**src/rtl/demux_rr_merge.sv**
```systemverilog
// Merges the two demux channels through per-channel FIFOs into one valid/ready
// stream tagged with its source channel, draining the FIFOs round-robin.
module demux_rr_merge #(
  parameter int unsigned W     = 4,
  parameter int unsigned DEPTH = 4
) (
  input  logic                     clk,
  input  logic                     rst_n,
  input  logic [W-1:0]             A,
  input  logic [W-1:0]             B,
  input  logic                     sel,
  input  logic                     in_valid,
  output logic [W-1:0]             out_data,
  output logic                     out_ch,
  output logic                     out_valid,
  input  logic                     out_ready,
  output logic [$clog2(DEPTH):0]   a_count,
  output logic [$clog2(DEPTH):0]   b_count,
  output logic                     ovf_a,
  output logic                     ovf_b,
  input  logic                     clr_ovf
);

  localparam int unsigned AW = $clog2(DEPTH);
  localparam int unsigned CW = AW + 1;
  localparam logic [CW-1:0] FullCnt = CW'(DEPTH);

  logic [W-1:0]  mem_a [DEPTH];
  logic [W-1:0]  mem_b [DEPTH];
  logic [AW-1:0] wr_a_q, rd_a_q, wr_b_q, rd_b_q;
  logic          last_grant_q;

  logic          push_req_a, push_req_b;
  logic          push_a, push_b, drop_a, drop_b;
  logic          a_ne, b_ne, load, grant_b, pop_a, pop_b;
  logic [CW-1:0] a_count_d, b_count_d;

  assign push_req_a = in_valid & ~sel;
  assign push_req_b = in_valid & sel;

  // Fullness is judged on the registered count, so a same-cycle pop never frees room.
  assign push_a = push_req_a & (a_count != FullCnt);
  assign push_b = push_req_b & (b_count != FullCnt);
  assign drop_a = push_req_a & (a_count == FullCnt);
  assign drop_b = push_req_b & (b_count == FullCnt);

  assign a_ne = (a_count != '0);
  assign b_ne = (b_count != '0);
  assign load = ~out_valid | out_ready;

  // With both channels pending, B wins only if A was granted last.
  assign grant_b = b_ne & (~a_ne | ~last_grant_q);
  assign pop_a   = load & a_ne & ~grant_b;
  assign pop_b   = load & grant_b;

  always_comb begin
    a_count_d = a_count;
    unique case ({push_a, pop_a})
      2'b10:   a_count_d = a_count + CW'(1);
      2'b01:   a_count_d = a_count - CW'(1);
      default: a_count_d = a_count;
    endcase
  end

  always_comb begin
    b_count_d = b_count;
    unique case ({push_b, pop_b})
      2'b10:   b_count_d = b_count + CW'(1);
      2'b01:   b_count_d = b_count - CW'(1);
      default: b_count_d = b_count;
    endcase
  end

  always_ff @(posedge clk) begin
    if (push_a) mem_a[wr_a_q] <= A;
    if (push_b) mem_b[wr_b_q] <= B;
  end

  always_ff @(posedge clk or negedge rst_n) begin
    if (!rst_n) begin
      wr_a_q       <= '0;
      rd_a_q       <= '0;
      wr_b_q       <= '0;
      rd_b_q       <= '0;
      a_count      <= '0;
      b_count      <= '0;
      out_valid    <= 1'b0;
      out_data     <= '0;
      out_ch       <= 1'b0;
      last_grant_q <= 1'b1;
      ovf_a        <= 1'b0;
      ovf_b        <= 1'b0;
    end else begin
      if (push_a) wr_a_q <= wr_a_q + AW'(1);
      if (push_b) wr_b_q <= wr_b_q + AW'(1);
      if (pop_a)  rd_a_q <= rd_a_q + AW'(1);
      if (pop_b)  rd_b_q <= rd_b_q + AW'(1);
      a_count <= a_count_d;
      b_count <= b_count_d;
      if (load) begin
        if (pop_a || pop_b) begin
          out_valid    <= 1'b1;
          out_data     <= pop_b ? mem_b[rd_b_q] : mem_a[rd_a_q];
          out_ch       <= pop_b;
          last_grant_q <= pop_b;
        end else begin
          out_valid <= 1'b0;
        end
      end
      // A fresh drop outranks a simultaneous clear.
      ovf_a <= drop_a | (ovf_a & ~clr_ovf);
      ovf_b <= drop_b | (ovf_b & ~clr_ovf);
    end
  end

endmodule

```
**config.mk**
```make
export PLATFORM = sky130hd
export DESIGN_NAME = demux_rr_merge
export DESIGN_NICKNAME = d
export VERILOG_FILES = /design/src/rtl/demux_rr_merge.sv
export SDC_FILE = /design/constraint.sdc
export NUM_CORES = 1
export LEC_CHECK = 0
export CAP_MARGIN = 15
export CELL_PAD_IN_SITES_DETAIL_PLACEMENT = 0
export CELL_PAD_IN_SITES_GLOBAL_PLACEMENT = 1
export CORE_MARGIN = 5
export CORE_UTILIZATION = 49
export DETAILED_ROUTE_END_ITERATION = 8
export PLACE_DENSITY_LB_ADDON = 0.05
export SLEW_MARGIN = 30
export SYNTH_ARGS = -nofsm -noshare
export SYNTH_HDL_FRONTEND = slang
export SYNTH_SLANG_ARGS = --single-unit
```
**constraint.sdc**
```tcl
create_clock -name clk -period 4.8 [get_ports clk]
set_clock_uncertainty 0.05 [all_clocks]
set_input_delay 0.96 -clock clk [delete_from_list [all_inputs] [get_ports clk]]
set_output_delay 0.96 -clock clk [all_outputs]
set_load 0.05 [all_outputs]
```
# == Yosys cells after proc, flatten, opt, wreduce, memory -nomap -nowiden ==
# Memories as Yosys holds them, arrays and structs flattened.
# Cells that the tools add are included.
# totals
regBits,23
latch_bits,0
mem_bits_rw,32
romBits,0
inputBits,14
elab_cells,66
n_memories,2
# mem_list
memory,words,width,rd,rd_ports_with_merged_regs,wr,line_no,rtl
mem_a,4,4,1,0,1,28,logic [W-1:0] mem_a [DEPTH];
mem_b,4,4,1,0,1,29,logic [W-1:0] mem_b [DEPTH];
# op_classes
add_sub_neg,8
mul,0
div,0
order_cmp,0
eq_ne,8
shifts,0
muxes,8
n_bitwise,22
n_reduce_logical,6
# op_table
operator,count
1-bit bitwise AND,12
3-bit one-hot mux with 2 select lines,2
2-bit by 1-bit adder with 2-bit output (second input constant),4
3-bit by 1-bit adder with 3-bit output (second input constant),2
3-bit == test (second input constant),2
3-bit inequality test (second input constant),2
1-bit NOT,6
3-bit nonzero test,2
3-bit by 1-bit subtractor with 3-bit output (second input constant),2
1-bit two-way mux,5
2-bit by 1-bit == test with 1-bit output (second input constant),2
2-bit == test (second input constant),2
4-bit two-way mux,1
1-bit bitwise OR,4
2-bit nonzero test,2
2-bit AND reduction,1
1-bit logical OR,1

# == Depth between registers and ports, before layout ==
# logic_depth
word_depth,8
ltp_mapped,11

# == Worst setup path after synthesis ==
# Ideal clock, no wire load.
# synth_path
path_kind,input to register
from,input port out_ready
to,register b_count[2]
arrival_time_ps,2707
t_required_ps,4667
path_slack_ps,1961
stages,11
n_path_buf,2
path_cell_list,nor2b_1 buf_1 or3_1 buf_6 inv_2 ha_1 inv_1 fa_1 xor2_1 nor2_1 xor2_1
# synth_via
elab_chain_len,4
word_cells_on_any_way,6
classes_between,eq/ne: 2; mux: 1; bitwise: 2; reduce/logical: 1
# synth_lines
item,line_no,rtl
start: declaration,16,"input logic out_ready,"
1-bit bitwise OR (*),49,assign load = ~out_valid | out_ready;
1-bit bitwise AND (*),54,assign pop_b = load & grant_b;
via pop_b,35,"logic a_ne, b_ne, load, grant_b, pop_a, pop_b;"
2-bit by 1-bit == test with 1-bit output or 2-bit == test (tied branches),67,"unique case ({push_b, pop_b})"
3-bit one-hot mux with 2 select lines or 2-bit nonzero test (tied branches),--,
end signal: assignment,99,b_count <= b_count_d;
end: declaration,18,"output logic [$clog2(DEPTH):0] b_count,"
# The timed path passes the listed nets; every way through them passes the cells marked *.
# A chain may end at the register's enable or synchronous reset.

# == Worst setup path after layout ==
# Same ends and word-level chain as after synthesis.

==> reports/results.ini <==
[synth]
ys_ff_latch = 55
synthAdderAreaFrac = 0.06808
synthArstFlopShare = 0.4182
syn_area_um2 = 2426
ys.flop_type = edfxtp_1
syn_nets = 190
synth_compound_area_frac = 0.04693
syn_avg_cell_area_um2 = 14.79
synthSimpleGateAreaFrac = 0.07839
yosys_warnings = 0
synth_cell_type_count = 39
synth-edff-count = 32
yosysSeqAreaShare = 0.6338
syn_inst = 164
synth_mux_area_frac = 0.08767
synth_xor_area_frac = 0.04642
synth_top_family_by_area = multiplexers

[clocking]
insertion_delay_ns = 0.31
hold_buffers = 0
clk_pin_slew_ns = 0.09
post-cts-setup-buffer-count = 0
root_buffer = clkbuf_8
cts.htree.levels = 2
cts_sinks = 55
cts_buffers = 5
cts_max_path_buffers = 2
cts_tree = done
cts_resized = 0

[cells_and_area]
fin_nets = 218
ff_latch_area_um2 = 1538
layout_common_cells = edfxtp_1, clkdlybuf4s50_1, dfrtp_1
synthToLayoutAreaGrowth_pct = 16.55
multi_input_area_um2 = 794.5
final_common_cell = edfxtp_1
drive_gt1_frac = 0.1250
fin_area_um2 = 2828
fin_util = 0.5947
antenna_cells = 0
fillers = 388

[grt]
grt_max_degree = 24
grt_use_total = 0.1419
grt_pass1_vias = 1426
overflow = 0
grt_pass1_wl_um = 6851
antenna_found_initial = 0

[timing]
tns_ns = 0
fin_crit_ns = 3.047
hold_viol_final = 0
clock.fmax_mhz = 328.2
min_period_over_period = 0.6348
worst_slew_pin_slew_ns = 0.6389
maxSlewHeadroom = 0.5741
maxSlewViolCount = 0
fin_hold_ws_ns = 0.4761
rsz0062_at_grt = false
setup_viol = 0
fin_ws_ns = 1.753

[floorplan]
die_height_um = 80.37
start_util = 0.5103
io_pins = 28
die_area_um2 = 6459
coreArea_um2 = 4755
die_x_um = 80.37
row_count = 25

[setup_path]
worst_setup_path_end_kind = flop
worst-setup-path-type = input port to flop
crit_path_max_fanout = 10
startpoint_type = input port
arrival_ns = 3.23
required_ns = 4.98

[route]
wl_per_cell_um = 15.73
vias = 1350
route.detailed.drc = 0
viasPerCell = 5.212
drtIter0Drc = 51
wl_um = 4073
dr.pass1.iters = 4
final_antenna_net_count = 0

[power]
powerDensity_nw_per_um2 = 623.4
ir_drop_mv = 0.2591
intPower_uw = 1058
leakage_uw = 0.001080
clkPwrFrac = 0.142
power_frac_comb = 0.427
power_frac_seq = 0.432
power.switching_uw = 704.6
switching_share = 0.3997

[job]
maxCapViolCount = 0

[place]
pre_cts_slack_ns = 1.441
place.gp.congestion = 0.7080
portBuffers = 27
dp_hpwl_um = 3100
dpl_cell_area_um2 = 2741

[hold_path]
worst_hold_path_type = flop to flop

[outcome]
status = complete, no violations

[cell usage after synthesis (2+ instances only)]
library cell	number	area, um^2
nand2b_1	2	12.51
mux2_2	2	22.52
o21ai_0	5	25.02
a21oi_1	2	10.01
o22ai_1	2	12.51
xor2_1	5	43.79
nand3_1	5	25.02
mux4_2	8	180.2
and2_1	8	50.05
buf_2	2	10.01
nand2_1	5	18.77
dfrtp_1	22	550.5
nor2_1	4	15.01
nor4_1	4	25.02
a31oi_1	4	25.02
fa_1	2	40.04
xnor2_1	6	52.55
edfxtp_1	32	960.9
inv_1	15	56.30
ha_1	10	125.1
[flip-flops by register name, indices dropped and copies added (netlist names), 2 cells and up]
register	flops
rd_b_q	2
mem_a	16
wr_a_q	2
mem_b	16
a_count	3
out_data	4
rd_a_q	2
wr_b_q	2
b_count	3
[layout make-up]
| type | count | area share |
|---|---|---|
| clock inverter | 2 | 0.006195 |
| multi-input combinational | 87 | 0.2810 |
| clock buffer | 5 | 0.02434 |
| inverter | 16 | 0.02124 |
| sequential | 55 | 0.5438 |
| timing repair buffer | 27 | 0.09381 |
| tap | 67 | 0.02965 |
[routing by layer]
metal | global-route usage | part of all wire
met5 | 0 | 0
met4 | 0.04054 | 0.0098
met2 | 0.2326 | 0.50
met1 | 0.1780 | 0.44
met3 | 0.04933 | 0.056
[kinds of logic after synthesis]
logic type,after synthesis
flip-flops,55
AO/OA/AOI/OAI,18
AND/OR/NAND/NOR,34
XOR/XNOR,12
multiplexers,11
adder cells (fa/ha/maj),12
buffers and inverters,22
[stage by stage]
step	power, uW	std cells
after floorplan	1321	164
after global placement	1504	252
after detailed placement	1536	252
after CTS	1786	259
after global routing	1887	259
final	1763	259
[power groups by stage]
stage / clock [uW] / sequential (uW) / combinational (uW)
floorplan: 0 / 903 / 418
global placement: 0 / 766 / 738
detailed placement: 0 / 775 / 761
CTS: 258 / 765 / 763
global route: 280 / 787 / 821
finish: 250 / 761 / 752
[path summary, 6_finish.rpt]
kind                                         from                        to  slack [ns]  depth (start not counted)
max                                     out_ready    b_count[2]$_DFFE_PN0P_        1.75                         10
min                            out_ch$_DFFE_PN0P_        out_ch$_DFFE_PN0P_        0.48                          1
max reg2reg                a_count[0]$_DFFE_PN0P_    b_count[2]$_DFFE_PN0P_        2.22                          9
min reg2reg                    out_ch$_DFFE_PN0P_        out_ch$_DFFE_PN0P_        0.48                          1
max in group asynchronous                   rst_n  last_grant_q$_DFFE_PN1P_        3.74                          1
min in group asynchronous                   rst_n    a_count[1]$_DFFE_PN0P_        0.58                          1
[critical path, stage by stage]
cell	delay, ns
clkdlybuf4s50_1	0.47
nor2b_1	0.12
or3_1	0.53
inv_2	0.12
ha_1	0.18
inv_1	0.06
fa_1	0.37
xor2_1	0.16
nor2_1	0.11
xor2_1	0.15
Power figures use the tool's default switching activity.
